`src/rtl/hamming_lane_rx.sv`:
```
// Receive lane: deserialises Hamming(7,4) codewords, corrects single-bit
// errors and queues decoded nibbles in a small valid/ready FIFO.
module hamming_lane_rx #(
    parameter int DEPTH = 4,
    parameter int CNT_W = 8
) (
    input  logic                     clk,
    input  logic                     rst,
    input  logic                     strobe,
    input  logic                     s_in,
    input  logic                     out_ready,
    output logic                     out_valid,
    output logic [3:0]               out_data,
    output logic                     out_corr,
    output logic                     overflow,
    output logic [CNT_W-1:0]         corr_count,
    output logic [$clog2(DEPTH):0]   fifo_level
);

    localparam int PW = $clog2(DEPTH);
    localparam int LW = PW + 1;

    typedef enum logic {
        IDLE,
        PEND
    } dec_state_e;

    logic [2:0]       idx_q, idx_d;
    logic [6:0]       shift_q, shift_d;
    logic [6:0]       word_q, word_d;
    dec_state_e       dec_q, dec_d;
    logic             cap_last;

    logic [2:0]       syn;
    logic [6:0]       flip;
    logic [6:0]       fixed;
    logic [3:0]       dec_data;
    logic             dec_corr;

    logic [4:0]       mem_q [DEPTH];
    logic [PW-1:0]    wr_q, rd_q;
    logic [LW-1:0]    level_q, level_d;
    logic             ovf_q;
    logic [CNT_W-1:0] cnt_q;
    logic             push, pop, full, accept;

    assign cap_last = (idx_q == 3'd6);

    // Capture next-state: shift bits in on strobe, hand full frame to decode.
    always_comb begin
        idx_d   = idx_q;
        shift_d = shift_q;
        word_d  = word_q;
        dec_d   = IDLE;
        if (strobe) begin
            shift_d[idx_q] = s_in;
            if (cap_last) begin
                word_d = {s_in, shift_q[5:0]};
                dec_d  = PEND;
                idx_d  = 3'd0;
            end else begin
                idx_d = idx_q + 3'd1;
            end
        end
    end

    // Syndrome and single-bit correction of the pending codeword.
    always_comb begin
        syn[0] = word_q[0] ^ word_q[2] ^ word_q[4] ^ word_q[6];
        syn[1] = word_q[1] ^ word_q[2] ^ word_q[5] ^ word_q[6];
        syn[2] = word_q[3] ^ word_q[4] ^ word_q[5] ^ word_q[6];
        flip   = '0;
        for (int i = 0; i < 7; i++) begin
            flip[i] = (syn == 3'(i + 1));
        end
        fixed    = word_q ^ flip;
        dec_data = {fixed[6], fixed[5], fixed[4], fixed[2]};
        dec_corr = |syn;
    end

    // FIFO control: a push wins a full FIFO only when a pop frees a slot.
    always_comb begin
        push    = (dec_q == PEND);
        pop     = out_valid & out_ready;
        full    = (level_q == LW'(DEPTH));
        accept  = push & (~full | pop);
        level_d = level_q;
        if (accept && !pop) begin
            level_d = level_q + 1'b1;
        end else if (!accept && pop) begin
            level_d = level_q - 1'b1;
        end
    end

    // State registers for capture, decode and FIFO bookkeeping.
    always_ff @(posedge clk) begin
        if (rst) begin
            idx_q   <= '0;
            shift_q <= '0;
            word_q  <= '0;
            dec_q   <= IDLE;
            wr_q    <= '0;
            rd_q    <= '0;
            level_q <= '0;
            ovf_q   <= 1'b0;
            cnt_q   <= '0;
        end else begin
            idx_q   <= idx_d;
            shift_q <= shift_d;
            word_q  <= word_d;
            dec_q   <= dec_d;
            level_q <= level_d;
            if (accept) begin
                wr_q <= wr_q + 1'b1;
            end
            if (pop) begin
                rd_q <= rd_q + 1'b1;
            end
            if (push && !accept) begin
                ovf_q <= 1'b1;
            end
            if (accept && dec_corr && cnt_q != '1) begin
                cnt_q <= cnt_q + 1'b1;
            end
        end
    end

    // FIFO storage; contents are only visible while occupancy is nonzero.
    always_ff @(posedge clk) begin
        if (accept) begin
            mem_q[wr_q] <= {dec_corr, dec_data};
        end
    end

    assign out_valid  = (level_q != '0);
    assign out_data   = out_valid ? mem_q[rd_q][3:0] : 4'd0;
    assign out_corr   = out_valid ? mem_q[rd_q][4] : 1'b0;
    assign overflow   = ovf_q;
    assign corr_count = cnt_q;
    assign fifo_level = level_q;

endmodule

```
`config.mk`:
```
export PLATFORM = sky130hd
export DESIGN_NAME = hamming_lane_rx
export DESIGN_NICKNAME = d
export VERILOG_FILES = /design/src/rtl/hamming_lane_rx.sv
export SDC_FILE = /design/constraint.sdc
export NUM_CORES = 1
export LEC_CHECK = 0
export CORE_UTILIZATION = 60
export DETAILED_ROUTE_END_ITERATION = 8
export GPL_TIMING_DRIVEN = 0
export PLACE_DENSITY = 0.9
export SYNTH_ARGS = -nofsm -noshare
export SYNTH_HDL_FRONTEND = slang
export SYNTH_SLANG_ARGS = --single-unit
```
`constraint.sdc`:
```
create_clock -name clk -period 7 [get_ports clk]
set_input_delay 1.4 -clock clk [delete_from_list [all_inputs] [get_ports clk]]
set_output_delay 1.4 -clock clk [all_outputs]
set_load 0.03 [all_outputs]
```
==> qor.csv <==
stage,metric,value,unit
clock_network,cts_resized,0,
routing,drc,0,
die,die_area,4700,um2
worst_setup_path,crit_family,buffers and inverters,
timing,worst_slew_pin_slew,0.713,ns
worst_setup_path,cp-end-kind,register,
clock_network,clkSinkCount,55,
power_and_ir_drop,intPower,508,uW
worst_setup_path,critPathLaunch,out_ready,
grt,grt_overflow,0,
timing,finalHoldViolCount,0,
grt,grt_use_total,0.230,
clock_network,clockBufferDepth,2,
logic_synthesis,synthTopCellsByArea,"dfxtp_1 (26%), edfxtp_1 (23%), a21oi_1 (4.7%)",
worst_setup_path,crit_top_cell,inv_1,
worst_setup_path,cp_slowest_cell,clkdlybuf4s50_1,
worst_setup_path,crit_path_start_kind,primary input,
routing,first_pass_iters,5,
logic_synthesis,syn-cell-area,2660,um2
timing,setup_violations,0,
routing,via_per_inst,5.63,
clock_network,cts_max_level,2,
clock_network,ctsHoldBuffers,0,
power_and_ir_drop,peakVddDrop,0.000127,V
worst_setup_path,critPathKind,primary input to register,
placed_design,hpwl,3460,um
logic_synthesis,synth.net_count,279,
logic_synthesis,ys_seq_elements,55,
cells_and_area,syn_to_final_growth,13.7,%
logic_synthesis,avgSynthCellArea,9.96,um2
logic_synthesis,synth_cells,267,
timing,rsz0062_at_grt,false,
die,io_pins,23,
power_and_ir_drop,power.leakage,0.00110,uW
power_and_ir_drop,p_comb_frac,0.280,
grt,grt_pass1_wl,7950,um
clock_network,post_cts_buffers,0,
logic_synthesis,netlist.area_leader.share,0.263,
die,coreArea,4120,um2
run_status,status,"complete, no violations",
worst_setup_path,timing.rr.start,fifo_level[0],
worst_setup_path,path_max_fanout,10,
grt,grt_max_degree,19,
timing,tns,0,ns
routing,wl_per_cell,13.7,um
hold_path,hp-class,register to register,
logic_synthesis,yosysSeqAreaShare,0.489,
die,start_util,0.646,
grt,antenna_found_initial,0,
clock_network,clk_latency,0.31,ns
hold_path,min-delay-start,shift_q[4],
routing,dr_total_vias,1949,
clock_network,cts_tree,built,
timing,report.final.slew_viol_count,0,
cells_and_area,drive_gt1_frac,0.0743,
logic_synthesis,synth_cell_types,45,
flow_run,timing.max_cap.violations,0,
timing,fin_crit,3.77,ns
clock_network,clk_pin_slew,0.10,ns
grt,grt_pass1_vias,1800,
cells_and_area,n_antenna_cell,0,
timing,post-route-period-util,0.539,
die,num_rows,23,
power_and_ir_drop,p_clk_frac,0.232,
timing,relSlewSlack,0.521,
power_and_ir_drop,switching_share,0.316,
worst_setup_path,cp_cell_sequence,clkdlybuf4s50_1 > nor4b_1 > nand2b_1 > inv_1 > clkbuf_1 > ha_1 > inv_1 > fa_1 > xor2_1 > or3_1 > a21oi_1,
worst_setup_path,worstPathArrival,4.02,ns
logic_synthesis,yosysTopAreaCell,dfxtp_1,
die,die_y,68.6,um
worst_setup_path,worst-path-buf-inv,4,
routing,drt_iter0_markers,93,
power_and_ir_drop,cellPowerDensity,245,nW/um2
cells_and_area,nNetsFinal,307,
routing,drt_wl_total,4740,um
cells_and_area,fillerInstances,301,
placed_design,port_buffers,21,
routing,ant_nets,0,
worst_setup_path,required,7.24,ns
placed_design,gp_congestion,0.809,
clock_network,numCtsBuffers,5,
clock_network,root_buffer,clkbuf_8,
timing,fin_skew,0.0106,ns
power_and_ir_drop,p_sw,234,uW
worst_setup_path,cpPeakStageDelay,0.52,ns
die,die-width,68.6,um
power_and_ir_drop,seq_power_share,0.488,
logic_synthesis,yosys_warnings,0,
timing,max_freq,0.265,GHz
cells_and_area,fin_util,0.735,
## flip-flops by register name, indices dropped and copies added (netlist names), named ones only
signal,cells
corr_count,8
dec_q,1
fifo_level,3
idx_q,3
mem_q,20
overflow,1
rd_q,2
shift_q,6
word_q,7
wr_q,2
## Yosys cell counts, drive strengths merged
master and n:
a21oi 26, buf 4, nand2b 2, clkbuf 12, o32ai 1, or3b 1, or2 1, nor4b 1
nand4 1, nor2b 3, nand3b 3, xor2 8, nor2 21, edfxtp 20, nor3 3, o21bai 1
nand2 29, o31ai 1, mux2 3, inv 7, and3 4, mux2i 5, o22ai 2, mux4 5
nor4 1, and4 1, a311o 2, ha 6, nand4b 2, nand3 10, a21boi 2, or3 7
o2111ai 1, fa 1, dfxtp 35, nor3b 3, and2 9, o21ai 15, xnor2 7, a211oi 1
## cells by family after synthesis
kind of cell / Yosys count / synth area share
and+or+nand+nor: 102 / 0.194
buffers and inverters: 23 / 0.0357
AOI/OAI and AO/OA: 52 / 0.113
adders and majority gates: 7 / 0.0357
DFF: 55 / 0.489
xor gates and xnor gates: 15 / 0.0579
muxes: 13 / 0.0738
## power groups by stage
stage               clock [uW]  sequential (uW)  combinational [uW]
floorplan                    0              382                 124
global placement             0              368                 202
detailed placement           0              369                 209
CTS                        175              362                 211
global route               189              364                 228
finish                     172              362                 208
## cells in the final DEF (no fill, tap or decap), drive strengths merged, types with 8 or more instances in the layout
cell / Yosys / layout
and2: 9 / 9
xor2: 8 / 8
nand3: 10 / 10
dfxtp: 35 / 35
nand2: 29 / 29
inv: 7 / 9
clkbuf: 12 / 17
a21oi: 26 / 26
nor2: 21 / 21
o21ai: 15 / 15
edfxtp: 20 / 20
clkdlybuf4s50: 0 / 21
## worst register-to-register path, cell delays in order, from the launching register on
cell      delay [ns]
dfxtp_1         0.45
nor4b_1         0.12
nand2b_1        0.22
inv_1           0.09
clkbuf_1        0.36
ha_1            0.28
inv_1           0.06
fa_1            0.38
xor2_1          0.17
or3_1           0.31
a21oi_1         0.15
## metal layers
metal  global-route usage  part of all wire  vias up
li1                     -                 -      994
met1                0.274              0.44      915
met2                0.406              0.52       35
met3               0.0559             0.033        5
met4               0.0677            0.0080        0
met5                    0                 0        -
## per-stage QoR
step                      cells  setup slack, ns  hold WS, ns  power [uW]  instance area (um2)
after floorplan             267             3.77        0.428         506                 2660
after global placement      338             3.04        0.441         570                 2930
after detailed placement    338             2.98        0.446         578                 2930
after CTS                   346             3.26        0.460         748                 3020
after global routing        346             3.13        0.479         782                 3020
final                       346             3.23        0.456         742                 3020
## final timing paths
check	to	slack [ns]	cells past startpoint
worst max-delay path	fifo_level[2]	3.23	11
worst min-delay path	word_q[4]	0.46	2
worst max register to register	fifo_level[2]	4.36	10
worst min register to register	word_q[4]	0.46	2
## cell type report
cell class,count,area [um2],area share
clock buffers,5,68.8,0.0228
multi-input cells,189,1260,0.418
clock inverters,3,22.5,0.00745
plain buffers,16,68.8,0.0228
flip-flops and latches,55,1300,0.430
well taps,50,62.6,0.0207
inverters,7,26.3,0.00869
repair buffers,21,210,0.0695
Power figures use the tool's default switching activity.
